File: src/rtl/snn_pkg.sv
// Shared types and defaults for the spiking-network AER blocks.
package snn_pkg;

    // Default timestep counter width.
    localparam int TS_W_DEF = 16;

    // Widest event address carried by the shared event format.
    localparam int AER_AW_MAX = 8;

    // Output register occupancy.
    typedef enum logic {
        AER_EMPTY = 1'b0,
        AER_FULL  = 1'b1
    } aer_state_e;

    // Address-event as seen by the router and spike logger.
    typedef struct packed {
        logic [AER_AW_MAX-1:0] addr;
        logic [TS_W_DEF-1:0]   tstamp;
    } aer_event_t;

endpackage

File: src/rtl/spike_aer_arbiter_if.sv
// Address-event channel: valid/ready handshake carrying neuron index and timestep.
interface spike_aer_arbiter_if #(
    parameter int AW   = 2,
    parameter int TS_W = snn_pkg::TS_W_DEF
);
    logic            aer_valid;
    logic            aer_ready;
    logic [AW-1:0]   aer_addr;
    logic [TS_W-1:0] aer_time;

    modport master (output aer_valid, output aer_addr, output aer_time, input aer_ready);
    modport slave  (input aer_valid, input aer_addr, input aer_time, output aer_ready);
endinterface

File: src/rtl/rr_priority_picker.sv
// Combinational N-way round-robin pick: first set request at or after ptr, wrapping.
module rr_priority_picker #(
    parameter int N  = 4,
    parameter int AW = $clog2(N)
) (
    input  logic [N-1:0]  i_req,
    input  logic [AW-1:0] i_ptr,
    output logic [N-1:0]  o_grant,
    output logic [AW-1:0] o_idx,
    output logic          o_any
);

    // Scan offsets from farthest to nearest so the request closest to ptr wins.
    always_comb begin
        logic [AW-1:0] w_k;
        w_k     = '0;
        o_grant = '0;
        o_idx   = '0;
        o_any   = 1'b0;
        for (int i = N - 1; i >= 0; i--) begin
            w_k = AW'((int'(i_ptr) + i) % N);
            if (i_req[w_k]) begin
                o_grant      = '0;
                o_grant[w_k] = 1'b1;
                o_idx        = w_k;
                o_any        = 1'b1;
            end
        end
    end

endmodule

File: src/rtl/spike_aer_arbiter.sv
// Collects neuron spikes into a pending register and serialises them
// round-robin onto a single-entry AER output register.
//
//   state     | meaning
//   ----------+-----------------------------------------------
//   AER_EMPTY | no event held, aer_valid low
//   AER_FULL  | event held on aer_addr/aer_time, aer_valid high
module spike_aer_arbiter
    import snn_pkg::*;
#(
    parameter int N    = 4,
    parameter int AW   = $clog2(N),
    parameter int TS_W = TS_W_DEF
) (
    input  logic                clk,
    input  logic                reset,
    input  logic [N-1:0]        i_spike_vec,
    input  logic                i_step,
    input  logic                i_ovf_clr,
    output logic                o_ovf,
    output logic                o_busy,
    spike_aer_arbiter_if.master aer
);

    aer_state_e      r_state;
    aer_state_e      w_state_nxt;
    logic [N-1:0]    r_pend;
    logic [N-1:0]    w_grant;
    logic [N-1:0]    w_grant_eff;
    logic [AW-1:0]   r_ptr;
    logic [AW-1:0]   w_gnt_idx;
    logic [AW-1:0]   r_addr;
    logic [TS_W-1:0] r_ts;
    logic [TS_W-1:0] r_time;
    logic            r_ovf;
    logic            w_any;
    logic            w_load;
    logic            w_ovf_set;

    rr_priority_picker #(.N(N), .AW(AW)) u_picker (
        .i_req   (r_pend),
        .i_ptr   (r_ptr),
        .o_grant (w_grant),
        .o_idx   (w_gnt_idx),
        .o_any   (w_any)
    );

    // Output register occupancy state.
    always_ff @(posedge clk) begin
        if (!reset) r_state <= AER_EMPTY;
        else        r_state <= w_state_nxt;
    end

    // A held event only leaves on a handshake; a refill keeps the register full.
    always_comb begin
        w_state_nxt = r_state;
        case (r_state)
            AER_EMPTY: if (w_any) w_state_nxt = AER_FULL;
            AER_FULL:  if (aer.aer_ready && !w_any) w_state_nxt = AER_EMPTY;
            default:   w_state_nxt = AER_EMPTY;
        endcase
    end

    // Load a new grant whenever the output register is free or being drained.
    always_comb begin
        w_load = 1'b0;
        case (r_state)
            AER_EMPTY: w_load = w_any;
            AER_FULL:  w_load = aer.aer_ready && w_any;
            default:   w_load = 1'b0;
        endcase
    end

    // A spike on the bit being granted is a fresh event, so only ungranted bits overflow.
    assign w_grant_eff = w_load ? w_grant : '0;
    assign w_ovf_set   = |(i_spike_vec & r_pend & ~w_grant_eff);

    // Pending bits, pointer, timestep, event payload and sticky overflow.
    always_ff @(posedge clk) begin
        if (!reset) begin
            r_pend <= '0;
            r_ptr  <= '0;
            r_ts   <= '0;
            r_addr <= '0;
            r_time <= '0;
            r_ovf  <= 1'b0;
        end else begin
            r_pend <= (r_pend & ~w_grant_eff) | i_spike_vec;
            if (i_step) r_ts <= r_ts + 1'b1;
            if (w_ovf_set)      r_ovf <= 1'b1;
            else if (i_ovf_clr) r_ovf <= 1'b0;
            if (w_load) begin
                r_addr <= w_gnt_idx;
                r_time <= r_ts;
                r_ptr  <= (w_gnt_idx == AW'(N - 1)) ? '0 : w_gnt_idx + 1'b1;
            end
        end
    end

    assign aer.aer_valid = (r_state == AER_FULL);
    assign aer.aer_addr  = r_addr;
    assign aer.aer_time  = r_time;
    assign o_ovf         = r_ovf;
    assign o_busy        = (r_state == AER_FULL) || (|r_pend);

endmodule

File: src/flat_wrapper.sv
// flat-port wrapper written by rule: the top's interface ports become plain ports
module spike_aer_arbiter_flat import snn_pkg::*;
#(
    parameter int N    = 4,
    parameter int AW   = $clog2(N),
    parameter int TS_W = TS_W_DEF
)
  (clk, reset, i_spike_vec, i_step, i_ovf_clr, o_ovf, o_busy, aer_aer_valid, aer_aer_addr, aer_aer_time, aer_aer_ready);
  spike_aer_arbiter_if #(.AW(AW), .TS_W(TS_W)) aer_i ();
  input  logic clk;
  input  logic reset;
  input  logic [N-1:0] i_spike_vec;
  input  logic i_step;
  input  logic i_ovf_clr;
  output logic o_ovf;
  output logic o_busy;
  output wire logic [$bits(aer_i.aer_valid)-1:0] aer_aer_valid;
  output wire logic [$bits(aer_i.aer_addr)-1:0] aer_aer_addr;
  output wire logic [$bits(aer_i.aer_time)-1:0] aer_aer_time;
  input wire logic [$bits(aer_i.aer_ready)-1:0] aer_aer_ready;
  assign aer_aer_valid = aer_i.aer_valid;
  assign aer_aer_addr = aer_i.aer_addr;
  assign aer_aer_time = aer_i.aer_time;
  assign aer_i.aer_ready = aer_aer_ready;
  spike_aer_arbiter #(.N(N), .AW(AW), .TS_W(TS_W)) u_core (.clk(clk), .reset(reset), .i_spike_vec(i_spike_vec), .i_step(i_step), .i_ovf_clr(i_ovf_clr), .o_ovf(o_ovf), .o_busy(o_busy), .aer(aer_i));
endmodule
File: config.mk
export PLATFORM = sky130hd
export DESIGN_NAME = spike_aer_arbiter_flat
export DESIGN_NICKNAME = d
export VERILOG_FILES = /design/src/rtl/snn_pkg.sv /design/src/rtl/spike_aer_arbiter_if.sv /design/src/rtl/rr_priority_picker.sv /design/src/rtl/spike_aer_arbiter.sv /design/src/flat_wrapper.sv
export SDC_FILE = /design/constraint.sdc
export NUM_CORES = 1
export LEC_CHECK = 0
export BUFFER_PORTS_ARGS = -buffer_cell sky130_fd_sc_hd__clkbuf_2
export CAP_MARGIN = 20
export CORE_UTILIZATION = 50
export DETAILED_ROUTE_END_ITERATION = 8
export PLACE_DENSITY = 0.71
export SLEW_MARGIN = 15
export SYNTH_ARGS = -nofsm -noshare
export SYNTH_HDL_FRONTEND = slang
export SYNTH_SLANG_ARGS = --single-unit
File: constraint.sdc
create_clock -name clk -period 7.1 [get_ports clk]
set_clock_uncertainty 0.1 [all_clocks]
set_input_delay 0.355 -clock clk [delete_from_list [all_inputs] [get_ports clk]]
set_output_delay 0.355 -clock clk [all_outputs]
set_load 0.02 [all_outputs]
* After elaboration in Yosys (flattened, before gate mapping)
Cells that the tools add are included.
** Word-level totals
- Register bits after elaboration :: 42
- Output and inout bits :: 21
- Bits of input ports :: 9
** Cells by class
- Equality and inequality tests :: 1
- Reduce and logical (&&, ||, !) cells :: 11
- Add/sub/neg operators :: 5
- Bitwise gates (word level) :: 6
- $lt $le $gt $ge :: 8
- Muxes and demuxes :: 36
** Operator list (count)
- $mux W4 :: 5
- $add A16 B1 Y16 const B :: 1
- $mux W1 :: 16
- $and A4 B4 Y4 :: 3
- $lt A2 B3 Y1 const B :: 4
- $mux W2 :: 5
- $bmux W1 S2 :: 4
- $demux W1 S2 :: 4
- $ge A2 B1 Y1 const B :: 4
- $reduce_or A4 Y1 :: 2
- $logic_and A1 B1 Y1 :: 6
- $add A2 B1 Y2 const B :: 2
- $add A2 B2 Y2 const B :: 2
- $not A4 Y4 :: 1
- $or A4 B4 Y4 :: 1
- $pmux W1 S2 :: 2
- $eq A2 B2 Y1 const B :: 1
- $reduce_bool A2 Y1 :: 1
- $logic_not A1 Y1 :: 1
- $logic_or A1 B1 Y1 :: 1
- $not A1 Y1 :: 1

* Depth between registers and ports, before layout
Gate-level depths: netlist of run 1.
- Word-level depth :: 14
- Gate-level depth with buffers :: 9
- Depth with buffers taken out :: 8

* By module
A second synthesis of run 1 with hierarchy kept.
** Unflattened totals
- Cells, all modules :: 265
- Area total of the unflattened synthesis :: 2219.6 um^2
** By module, submodules not included
- spike_aer_arbiter :: seq. area each 840.8 um^2, times used 1, cells an instance 204, area an instance 1710.4 um^2
- rr_priority_picker :: seq. area each 0.0 um^2, times used 1, cells an instance 61, area an instance 509.2 um^2

* Worst setup path after synthesis of run 1
Ideal clock, no wire load.
- Path kind :: reg2reg
- Start :: reg u_core.r_ptr[0]
- End :: reg u_core.r_ovf (netlist: u_core.o_ovf)
- Clock period less this slack :: 2.670 ns
- Setup time :: 0.133 ns
- Required time :: 6.867 ns
- Stages on the path, launching flop included :: 9
- Buffers on the path :: 1
- Arrival time :: 2.437 ns
- Path slack :: 4.430 ns
- Path through :: dfxtp_1 buf_2 inv_1 ha_1 mux4_2 nor3b_1 or4_4 a32oi_1 a31oi_1
** On the way
- Word-level cells in the longest chain between the ends :: 14
- Elaborated cells on any way between the ends :: 47
** RTL lines
- start, declared :: line spike_aer_arbiter.sv:30 : logic [AW-1:0] r_ptr;
- start signal, assigned :: line spike_aer_arbiter.sv:95 : r_ptr <= (w_gnt_idx == AW'(N - 1)) ? '0 : w_gnt_idx + 1'b1;
- $add A2 B2 Y2 :: line rr_priority_picker.sv:21 : w_k = AW'((int'(i_ptr) + i) % N);
- $lt A2 B3 Y1 (not written as such), or another cell as far along :: line rr_priority_picker.sv:24 : o_grant[w_k] = 1'b1;
- $logic_and A1 B1 Y1 (not written as such) or $mux W1 (tied branches) :: line rr_priority_picker.sv:24, rr_priority_picker.sv:22
- $mux W1 (on tied branches) :: line rr_priority_picker.sv:24, rr_priority_picker.sv:22
- $demux W1 S2 or $mux W1 (tied branches) :: line rr_priority_picker.sv:24, rr_priority_picker.sv:22
- $mux W4 or $mux W1 (tied branches) (2 in a row) :: line rr_priority_picker.sv:22 : if (i_req[w_k]) begin
- $mux W4 or $logic_and A1 B1 Y1 (tied branches) :: line rr_priority_picker.sv:22, spike_aer_arbiter.sv:69
- $mux W4 or $pmux W1 S2 (tied branches) :: line rr_priority_picker.sv:22, spike_aer_arbiter.sv:67
- $mux W4 * :: line spike_aer_arbiter.sv:75 : assign w_grant_eff = w_load ? w_grant : '0;
- $not A4 Y4 * :: line spike_aer_arbiter.sv:76 : assign w_ovf_set = |(i_spike_vec & r_pend & ~w_grant_eff);
- $and A4 B4 Y4 * :: line spike_aer_arbiter.sv:76
- $reduce_or A4 Y1 * :: line spike_aer_arbiter.sv:76
- $mux W1 or $reduce_bool A2 Y1 (tied branches)
- end signal, assigned :: line spike_aer_arbiter.sv:86 : r_ovf <= 1'b0;
- end signal, assigned :: line spike_aer_arbiter.sv:90 : if (w_ovf_set) r_ovf <= 1'b1;
- end signal, assigned :: line spike_aer_arbiter.sv:91 : else if (i_ovf_clr) r_ovf <= 1'b0;
- end, declared :: line spike_aer_arbiter.sv:35 : logic r_ovf;
Mark *: on every way between the ends. The rest lies on a longest branch, timed or not. The select of a mux whose other input is x is not followed.
A chain may end at the register's enable or synchronous reset.

* Worst setup path in the final report of run 1
Same ends and word-level chain as after synthesis.

==> impl_metrics.json, run 1 <==
{
  "status": "finished clean",
  "dp_hpwl_um": 2691,
  "nets": 277,
  "grt_pass1_wl_um": 6851,
  "switching_share_pct": 36.34,
  "fmax_mhz": 339.2,
  "top_usage_layer": "met2",
  "tns_ns": 0,
  "arrival_ns": 3.03,
  "rsz0062_at_grt": "no",
  "synth_seq_cells": 42,
  "ys.warnings.count": 0,
  "die_h_um": 66.22,
  "fin_cells": 308,
  "syn_nets": 252,
  "h-tree-depth": 2,
  "rows": 22,
  "setup_violations": 0,
  "netlist_instances": 234,
  "antenna_found_initial": 0,
  "cap_violations": 0,
  "crit_path_top_delay_cell": "dfxtp_1",
  "dr.first_iter.drc_count": 111,
  "postRouteAntennaNets": 0,
  "cts_buffers": 5,
  "worstMarginPinSlew_ns": 0.8898,
  "fin_area_sq_mm": 0.002291,
  "via_per_inst": 5.403,
  "crit_buf_inv": 1,
  "synthToLayoutAreaGrowth_pct": 11.10,
  "clock_sinks": 42,
  "tritoncts": "built",
  "synth_edf_count": 0,
  "grt_pass1_vias": 1529,
  "yosysSeqAreaShare_pct": 40.78,
  "async_reset_ff_share_pct": 0,
  "place_area_sq_mm": 0.002201,
  "pwr-share-seq_pct": 41.1,
  "path_max_fanout": 17,
  "avgSynthCellArea_sq_um": 8.812,
  "fin_crit_ns": 2.948,
  "num_antenna_cells": 0,
  "use_met3_pct": 5.172,
  "synthFlopType": "dfxtp_1",
  "comb_power_share_pct": 36.5,
  "initial_core_util_pct": 54.28,
  "num_vias": 1664,
  "port_buffers": 29,
  "power.density_mw_per_mm2": 301.6,
  "dp.cells": 300,
  "final-max-slew-violation-count": 0,
  "first_pass_iters": 5,
  "min_path_type": "primary input to flop",
  "clk_latency_ns": 0.30,
  "hold_slack_ns": 0.1889,
  "use_met1_pct": 27.08,
  "drc": 0,
  "path_cells": "inv_1 > ha_1 > mux4_2 > nor3b_1 > or4_4 > a32oi_1 > a31oi_1",
  "drive_above_1_share_pct": 17.69,
  "max_stage_delay_ns": 0.75,
  "syn-cell-area_sq_mm": 0.002062,
  "final_util_pct": 60.31,
  "die_width_um": 66.22,
  "cp.required_ns": 7.18,
  "num_io_pins": 30,
  "max_slew_margin_pct": 40.68,
  "fp.coreArea_sq_mm": 0.003799,
  "p_sw_uw": 251.1,
  "cp_top_family": "flip-flops",
  "nFillCells": 371,
  "wl_um": 3993,
  "cts_buffer_depth": 2,
  "grt_use_total_pct": 20.84,
  "grt_max_degree": 40,
  "clockPowerShare_pct": 22.5,
  "p_int_uw": 439.8,
  "cts-root-buf": "clkbuf_8",
  "yosys.cell_types.count": 36,
  "postCtsSetupRepairBufs": 0,
  "hold_buffers": 0,
  "grt_util_met2_pct": 32.53,
  "critPathLaunchType": "flop",
  "die_area_sq_mm": 0.004385,
  "wl_per_cell_um": 12.96,
  "p_leak_nw": 0.9050,
  "gp_congestion": 0.8873,
  "timing.final.crit_share_pct": 41.52,
  "cts_resized": 0,
  "endpoint_kind": "flop",
  "globalRouteOverflowTotal": 0,
  "clkTransAtPathRegs_ns": 0.09,
  "critPathKind": "flop to flop",
  "max-vdd-ir-drop_mv": 0.1379,
  "final_hold_viol_count": 0
}
sequential cells by signal, summed over array words and instances, names as in the netlist:
register              count
u_core.aer.aer_valid      1
u_core.aer.aer_time      16
u_core.r_pend             4
u_core.aer.aer_addr       2
u_core.r_ptr              2
u_core.r_ts              16
u_core.o_ovf              1
Yosys cell counts (4+ instances only):
cell type  instances  area [sq um]
xor2_1             9         78.83
a221oi_1           4         35.03
nor2_1            32         120.1
mux2i_1            6         60.06
mux4_2             4         90.09
buf_6              4         45.04
xnor2_1            7         61.31
ha_1               9         112.6
nand2_1           40         150.1
inv_1              4         15.01
dfxtp_1           42         840.8
clkbuf_1           7         26.28
nand4_1            5         31.28
a21oi_1           21         105.1
nand2b_1           5         31.28
nor2b_1            4         25.02
placed cells by master (no fill, tap or decap), drive strengths merged, types with 2 or more instances in the layout:
cell type,synthesis,layout
inv,4,4
nor2b,6,6
o21ai,2,2
and4,3,3
nand4,5,5
nor2,32,32
clkinv,0,2
mux4,4,4
xnor2,7,7
nor3b,2,2
nor3,2,2
ha,9,9
o31a,2,2
dfxtp,42,42
nand3,2,2
clkbuf,7,34
a21oi,21,21
or2,2,2
o22ai,2,2
xor2,9,9
a221oi,4,4
buf,6,2
nand2b,5,5
nand2,40,40
mux2i,6,6
and3,2,2
power groups by stage:
stage	Combinational [mW]	Clock, mW	Sequential [mW]
floorplan	0.216	0	0.283
finish	0.252	0.155	0.284
global route	0.278	0.168	0.289
CTS	0.251	0.160	0.283
detailed placement	0.250	0	0.289
global placement	0.252	0	0.288
routing by layer:
layer | wire length, um | vias up
li1 | - | 851
met1 | 1993 | 776
met2 | 1784 | 30
met3 | 151 | 7
met4 | 65 | 0
met5 | 0 | -
cell families (layout without fill, tap and decap cells):
| kind of cell | after synthesis | after routing | synth area share [%] |
|---|---|---|---|
| AOI/OAI and AO/OA | 37 | 37 | 11.29 |
| xor gates and xnor gates | 16 | 16 | 6.796 |
| adders and majority gates | 9 | 9 | 5.461 |
| buffers and inverters | 17 | 43 | 4.672 |
| DFF | 42 | 42 | 40.78 |
| muxes | 10 | 10 | 7.282 |
| and+or+nand+nor | 103 | 103 | 23.73 |
through the flow:
step	power, mW	setup WS [ns]
6_report	0.6909	4.152
5_1_grt	0.7345	3.975
4_1_cts	0.6949	4.151
3_5_place_dp	0.5388	4.166
3_3_place_gp	0.5395	4.234
2_1_floorplan	0.4986	4.430
worst paths after layout:
kind	startpoint	end	slack (ns)	cells after the start
hold reg to reg	u_core.aer.aer_time[3]	u_core.aer.aer_time[3]	0.35	2
hold / removal	i_spike_vec[2]	u_core.r_pend[2]	0.19	3
setup reg to reg	u_core.r_ptr[0]	u_core.o_ovf	4.15	7
setup / recovery	u_core.r_ptr[0]	u_core.o_ovf	4.15	7
area by class of cell:
type | count | area [sq um] | area share, %
multi-input combinational | 175 | 1125 | 49.10
sequential | 42 | 840.8 | 36.70
timing repair buffer | 31 | 160.2 | 6.991
clock buffer | 5 | 68.82 | 3.004
tap | 48 | 60.06 | 2.622
clock inverter | 3 | 21.27 | 0.9285
inverter | 4 | 15.01 | 0.6554
worst min-delay path, delay by kind of cell:
family / cells / cell delay (ns)
buffers and inverters: 1 / 0.09
AND/OR/NAND/NOR: 1 / 0.07
AO/OA/AOI/OAI: 1 / 0.04
Power figures use the tool's default switching activity.
==> inputs of run 2 (changes only) <==
Settings changed: ABC_AREA set to 1.
Clock period 7.1 ns to 2.8 ns, I/O delays scaled along.
==> run 2 against run 1 <==
Against the previous run:
- via count is 14% higher
- worst setup slack worse by 3.5 ns
- synthesized cell count up 26%
- combinational power grew to 3.6 times the previous value
- largest power group is now combinational logic
- maximum frequency rose by 35%
==> impl_metrics.json, run 2 <==
{
  "avgSynthCellArea_sq_um": 7.248,
  "max_stage_delay_ns": 0.62,
  "fmax_mhz": 457.5,
  "syn-cell-area_sq_mm": 0.002131,
  "globalRouteOverflowTotal": 0,
  "final_util_pct": 60.65,
  "rr_worst_depth": 12,
  "hold_end": "u_core.r_pend[0]",
  "status": "finished clean",
  "port_buffers": 29,
  "netlist_instances": 294,
  "critPathLaunchType": "flop",
  "setup_violations": 0,
  "die_area_sq_mm": 0.004527,
  "timing.final.crit_share_pct": 78.07,
  "min_path_type": "primary input to flop",
  "tritoncts": "built",
  "initial_core_util_pct": 52.51,
  "h-tree-depth": 2,
  "cts-root-buf": "clkbuf_8",
  "rows": 23,
  "async_reset_ff_share_pct": 0,
  "final_cell_mix": "52 x nand2_1, 42 x dfxtp_1, 37 x nor2_1",
  "synth_commonest_cells": "52 x nand2_1, 42 x dfxtp_1, 37 x nor2_1",
  "synth_edf_count": 0,
  "path_max_fanout": 13,
  "yosysTopAreaCellShare_pct": 39.46,
  "p_leak_nw": 1.142,
  "final-max-slew-violation-count": 0,
  "first_pass_iters": 4,
  "multi_input_area_sq_mm": 0.001111,
  "clkTransAtPathRegs_ns": 0.07,
  "endpoint_kind": "flop",
  "via_per_inst": 5.021,
  "synth_seq_cells": 42,
  "grt_pass1_wl_um": 7107,
  "worstReg2RegEnd": "u_core.o_ovf",
  "yosysSeqAreaShare_pct": 39.46,
  "fin_crit_ns": 2.186,
  "regArea_sq_um": 840.8,
  "cp.required_ns": 2.87,
  "cp_top_family": "simple AND/OR/NAND/NOR gates",
  "rsz0062_at_grt": "no",
  "cap_violations": 0,
  "postCtsSetupRepairBufs": 0,
  "dr.first_iter.drc_count": 100,
  "syn_nets": 312,
  "arrival_ns": 2.25,
  "die_h_um": 67.28,
  "synthFlopType": "dfxtp_1",
  "num_io_pins": 30,
  "critPathKind": "flop to flop",
  "max-vdd-ir-drop_mv": 0.5535,
  "mostFrequentLayoutCell": "nand2_1",
  "num_vias": 1893,
  "dp_hpwl_um": 3257,
  "synthToLayoutAreaGrowth_pct": 15.50,
  "postRouteAntennaNets": 0,
  "clock_sinks": 42,
  "cp.depth": 12,
  "grt_pass1_vias": 1653,
  "num_antenna_cells": 0,
  "pre_cts_ws_ns": 0.6369,
  "tns_ns": 0,
  "wl_um": 4415,
  "cts_buffer_depth": 2,
  "grt_use_total_pct": 20.55,
  "drc": 0,
  "die_width_um": 67.28,
  "fp.coreArea_sq_mm": 0.004058,
  "gp_congestion": 0.9180,
  "holdPathStages": 3,
  "power.density_mw_per_mm2": 865.0,
  "post-synth-top-area-cell": "dfxtp_1",
  "ys.warnings.count": 0,
  "antenna_found_initial": 0,
  "drive_above_1_share_pct": 18.35,
  "yosys.cell_types.count": 32,
  "cts_buffers": 5,
  "crit_path_frequent_cell": "nand2_1",
  "final_hold_viol_count": 0,
  "grt_max_degree": 33,
  "path_cells": "inv_4 > ha_1 > inv_1 > nand3_1 > nand2_2 > nor2_2 > o211ai_1 > nand2_1 > nand2_1 > nand2_1 > nor2_1 > nor2_1",
  "synth.most_common_cell": "nand2_1",
  "wl_per_cell_um": 11.71,
  "nFillCells": 364,
  "clk_latency_ns": 0.28,
  "crit_buf_inv": 2,
  "crit_path_top_delay_cell": "dfxtp_1",
  "nets": 345,
  "fin_ws_ns": 0.6140,
  "worstMarginPinSlew_ns": 0.5275,
  "synthTopCellsByArea": "dfxtp_1 39%, nand2_1 9.2%, nor2_1 6.5%",
  "timing.rr.start": "u_core.r_ptr[0]",
  "max_slew_margin_pct": 64.83,
  "r2r_slack_ns": 0.61,
  "hold_start": "i_spike_vec[0]"
}
-- run 2: cell count changes in the layout (fill, tap and decap cells not counted), moves of 5 or more --
cell	delta
mux2i_1	-6
inv_1	+26
nand3_1	+22
xnor2_1	-6
xor2_1	-8
nand2b_1	-5
nor2_1	+5
nand2_1	+12
o21ai_0	+23
-- run 2: worst max path at each step --
| stage | end | startpoint | slack (ns) |
|---|---|---|---|
| 2_1_floorplan | u_core.o_ovf | u_core.r_ptr[0] | 0.96 |
| 3_3_place_gp | u_core.o_ovf | u_core.r_ptr[0] | 0.70 |
| 3_5_place_dp | u_core.aer.aer_addr[0] | u_core.r_ptr[0] | 0.64 |
| 4_1_cts | u_core.aer.aer_addr[0] | u_core.r_ptr[0] | 0.63 |
| 5_1_grt | u_core.o_ovf | u_core.r_ptr[0] | 0.41 |
| 6_report | u_core.o_ovf | u_core.r_ptr[0] | 0.61 |
-- run 2: layout make-up --
| cell class | instances | share of cell area (%) |
|---|---|---|
| multi-input cells | 208 | 45.15 |
| flip-flops and latches | 42 | 34.16 |
| repair buffers | 35 | 8.134 |
| inverters | 35 | 5.440 |
| clock buffers | 6 | 3.355 |
| well taps | 50 | 2.542 |
| clock inverters | 1 | 1.220 |
-- run 2: kinds of logic (layout without fill, tap and decap cells) --
kind of cell | Yosys count | after routing | share of synthesized area [%]
simple gates | 138 | 138 | 31.36
compound gates | 59 | 59 | 14.68
buf+inv | 44 | 77 | 8.396
flops | 42 | 42 | 39.46
fa+ha+maj | 9 | 9 | 5.285
xor+xnor | 2 | 2 | 0.8222
-- run 2: metrics by stage --
| step | total power, mW | hold slack [ns] | cells | instance area, sq um |
|---|---|---|---|---|
| final | 2.129 | 0.002630 | 377 | 2461 |
| after global placement | 1.648 | 0.2713 | 366 | 2308 |
| after CTS | 2.137 | 0.005018 | 377 | 2461 |
| after global routing | 2.278 | 0.04601 | 377 | 2461 |
| after floorplan | 1.451 | 0.1300 | 294 | 2131 |
| after detailed placement | 1.654 | 0.2783 | 366 | 2308 |
-- run 2: routing by layer --
metal | vias to the layer above | routed length (um) | track usage [%]
met3 | 2 | 111 | 5.068
met1 | 841 | 2140 | 25.59
met2 | 26 | 2150 | 35.38
li1 | 1024 | - | -
met5 | - | 0 | 0
met4 | 0 | 13 | 4.787
-- run 2: repair_timing --
item,4_1_cts,5_1_grt
hold endpoints to repair,4,0
hold buffers,4,0
setup endpoints to repair,0,0
resized for setup,0,0
-- run 2: power breakdown --
group          leakage (nW)  internal [mW]  switching, mW  total (mW)
logic                 0.740          0.306          0.601       0.907
clock network        0.0573          0.285          0.191       0.477
registers             0.345          0.675         0.0709       0.746
-- run 2: tightest hold or removal path, stage by stage --
cell and delay, ns:
clkbuf_2 0.09, a21oi_1 0.04, nor2_1 0.08
==> inputs of run 3 (changes only) <==
Settings changed: PLACE_DENSITY 0.71 to 0.74.
Clock period 2.8 ns to 1.9 ns, I/O delays scaled along.
==> run 3 against run 2 <==
Against the previous run:
- count of clock-buffer cells in the layout rose by 1
- maximum frequency rose by 26%
- largest cell class unchanged
- register-to-register slack got worse by 0.45 ns
- highest routed layer unchanged
- clock power rose by 22%
- power rose by 47%
==> impl_metrics.json, run 3 (same netlist as run 2, synthesis figures left out) <==
{
  "hold_start": "aer_aer_ready",
  "p_leak_nw": 1.179,
  "num_vias": 1980,
  "postRouteAntennaNets": 0,
  "rows": 23,
  "nets": 354,
  "min_path_type": "primary input to flop",
  "fp.coreArea_sq_mm": 0.004058,
  "final_hold_viol_count": 0,
  "startpoint": "u_core.r_ptr[1]",
  "globalRouteOverflowTotal": 0,
  "timing.final.crit_share_pct": 91.55,
  "worstReg2RegEnd": "u_core.o_ovf",
  "cp_top_family": "simple AND/OR/NAND/NOR gates",
  "final_cell_mix": "51 x nand2_1, 41 x dfxtp_1, 37 x nor2_1",
  "setup_violations": 0,
  "grt_pass1_wl_um": 6900,
  "mostFrequentLayoutCell": "nand2_1",
  "drive_above_1_share_pct": 21.36,
  "gp_congestion": 1.016,
  "first_pass_iters": 4,
  "worstMarginPinSlew_ns": 0.3537,
  "final-max-slew-violation-count": 0,
  "status": "finished clean",
  "crit_path_top_delay_cell": "dfxtp_1",
  "cts_buffer_depth": 2,
  "die_h_um": 67.28,
  "h-tree-depth": 2,
  "drc": 0,
  "initial_core_util_pct": 52.51,
  "cp.required_ns": 1.97,
  "via_per_inst": 5.116,
  "dr.first_iter.drc_count": 84,
  "hold_end": "u_core.aer.aer_valid",
  "max_stage_delay_ns": 0.33,
  "crit_buf_inv": 2,
  "place_area_sq_mm": 0.002361,
  "fmax_mhz": 574.9,
  "die_area_sq_mm": 0.004527,
  "power.density_mw_per_mm2": 1239,
  "path_cells": "inv_1 > ha_4 > inv_1 > nand3_2 > nand2_2 > nand3_1 > nand2_1 > nor2_1 > nand2_1 > nand2_1 > nand3_1 > nor2_1 > nor2_1",
  "path_max_fanout": 6,
  "fin_area_sq_mm": 0.002535,
  "max-vdd-ir-drop_mv": 0.6712,
  "arrival_ns": 1.81,
  "critPathKind": "flop to flop",
  "clkTransAtPathRegs_ns": 0.08,
  "clock_sinks": 42,
  "grt_use_total_pct": 20.17,
  "final_util_pct": 62.47,
  "r2r_slack_ns": 0.16,
  "fin_crit_ns": 1.739,
  "grt_pass1_vias": 1647,
  "endpoint_kind": "flop",
  "wl_um": 4261,
  "dp_hpwl_um": 3129,
  "wl_per_cell_um": 11.01,
  "cap_violations": 0,
  "synthToLayoutAreaGrowth_pct": 18.97,
  "critPathLaunchType": "flop",
  "port_buffers": 29,
  "num_antenna_cells": 0,
  "max_slew_margin_pct": 76.39,
  "tritoncts": "built",
  "rr_worst_depth": 13,
  "cts-root-buf": "clkbuf_8",
  "cts_buffers": 5,
  "num_io_pins": 30,
  "clk_latency_ns": 0.29,
  "antenna_found_initial": 0,
  "grt_max_degree": 21,
  "die_width_um": 67.28,
  "holdPathStages": 4,
  "timing.rr.start": "u_core.r_ptr[1]"
}
==> run 3: cell count changes in the layout (fill, tap and decap cells not counted), sizes merged <==
cell / delta
buf: +8
clkbuf: +1
bufinv: -1
dlygate4sd3: +1
clkinv: +1
==> run 3: worst reg2reg max path: cells and delay by family (launching register included) <==
| kind | cells | cell delay, ns |
|---|---|---|
| fa+ha+maj | 1 | 0.28 |
| buf+inv | 2 | 0.13 |
| flops | 1 | 0.33 |
| simple gates | 10 | 0.79 |
==> run 3: repair_timing <==
action / CTS / global route
gates resized for setup: 0 / 6
setup buffers: 0 / 1
hold buffers: 5 / 0
endpoints found under the setup margin: 0 / 3
endpoints found under the hold margin: 6 / 0
==> run 3: stage by stage <==
| stage | setup WS [ns] | instances | setup TNS, ns | hold WS, ns | power (mW) |
|---|---|---|---|---|---|
| 2_1_floorplan | 0.05652 | 294 | 0 | 0.08501 | 2.138 |
| 3_3_place_gp | 0.1442 | 373 | 0 | 0.2194 | 2.468 |
| 3_5_place_dp | 0.1077 | 373 | 0 | 0.2322 | 2.491 |
| 4_1_cts | 0.1011 | 386 | 0 | 0.03572 | 3.084 |
| 5_1_grt | -0.01930 | 387 | -0.01930 | 0.07268 | 3.390 |
| 6_report | 0.1606 | 387 | 0 | 0.04801 | 3.140 |
==> run 3: worst max path at each step <==
| stage | endpoint | slack, ns | cells after the start |
|---|---|---|---|
| final | u_core.o_ovf | 0.16 | 13 |
| after global routing | u_core.o_ovf | -0.02 | 13 |
| after CTS | u_core.o_ovf | 0.10 | 12 |
| after detailed placement | u_core.o_ovf | 0.11 | 13 |
| after global placement | u_core.o_ovf | 0.14 | 13 |
| after floorplan | u_core.o_ovf | 0.06 | 14 |
==> run 3: cell type report <==
class | count | area, sq um
Timing Repair Buffer | 44 | 274.0
Tap cell | 50 | 62.56
Fill cell | 380 | 1523
Sequential cell | 42 | 842.1
Inverter | 35 | 133.9
Multi-Input combinational cell | 208 | 1131
Clock buffer | 7 | 86.33
Clock inverter | 1 | 5.005
==> run 3: report_power, final <==
group / leakage [nW] / switching (mW) / internal, mW
clock network: 0.0482 / 0.290 / 0.293
registers: 0.345 / 0.0658 / 0.996
logic: 0.786 / 0.943 / 0.551
total: 1.18 / 1.30 / 1.84
==> run 3: metal layers <==
layer | part of all wire (%) | wire length [um] | GRT usage, % | vias to the layer above
li1 | - | - | - | 1042
met1 | 48 | 2037 | 24.82 | 902
met2 | 49 | 2068 | 33.50 | 34
met3 | 3.1 | 132 | 6.081 | 2
met4 | 0.54 | 23 | 6.383 | 0
met5 | 0 | 0 | 0 | -
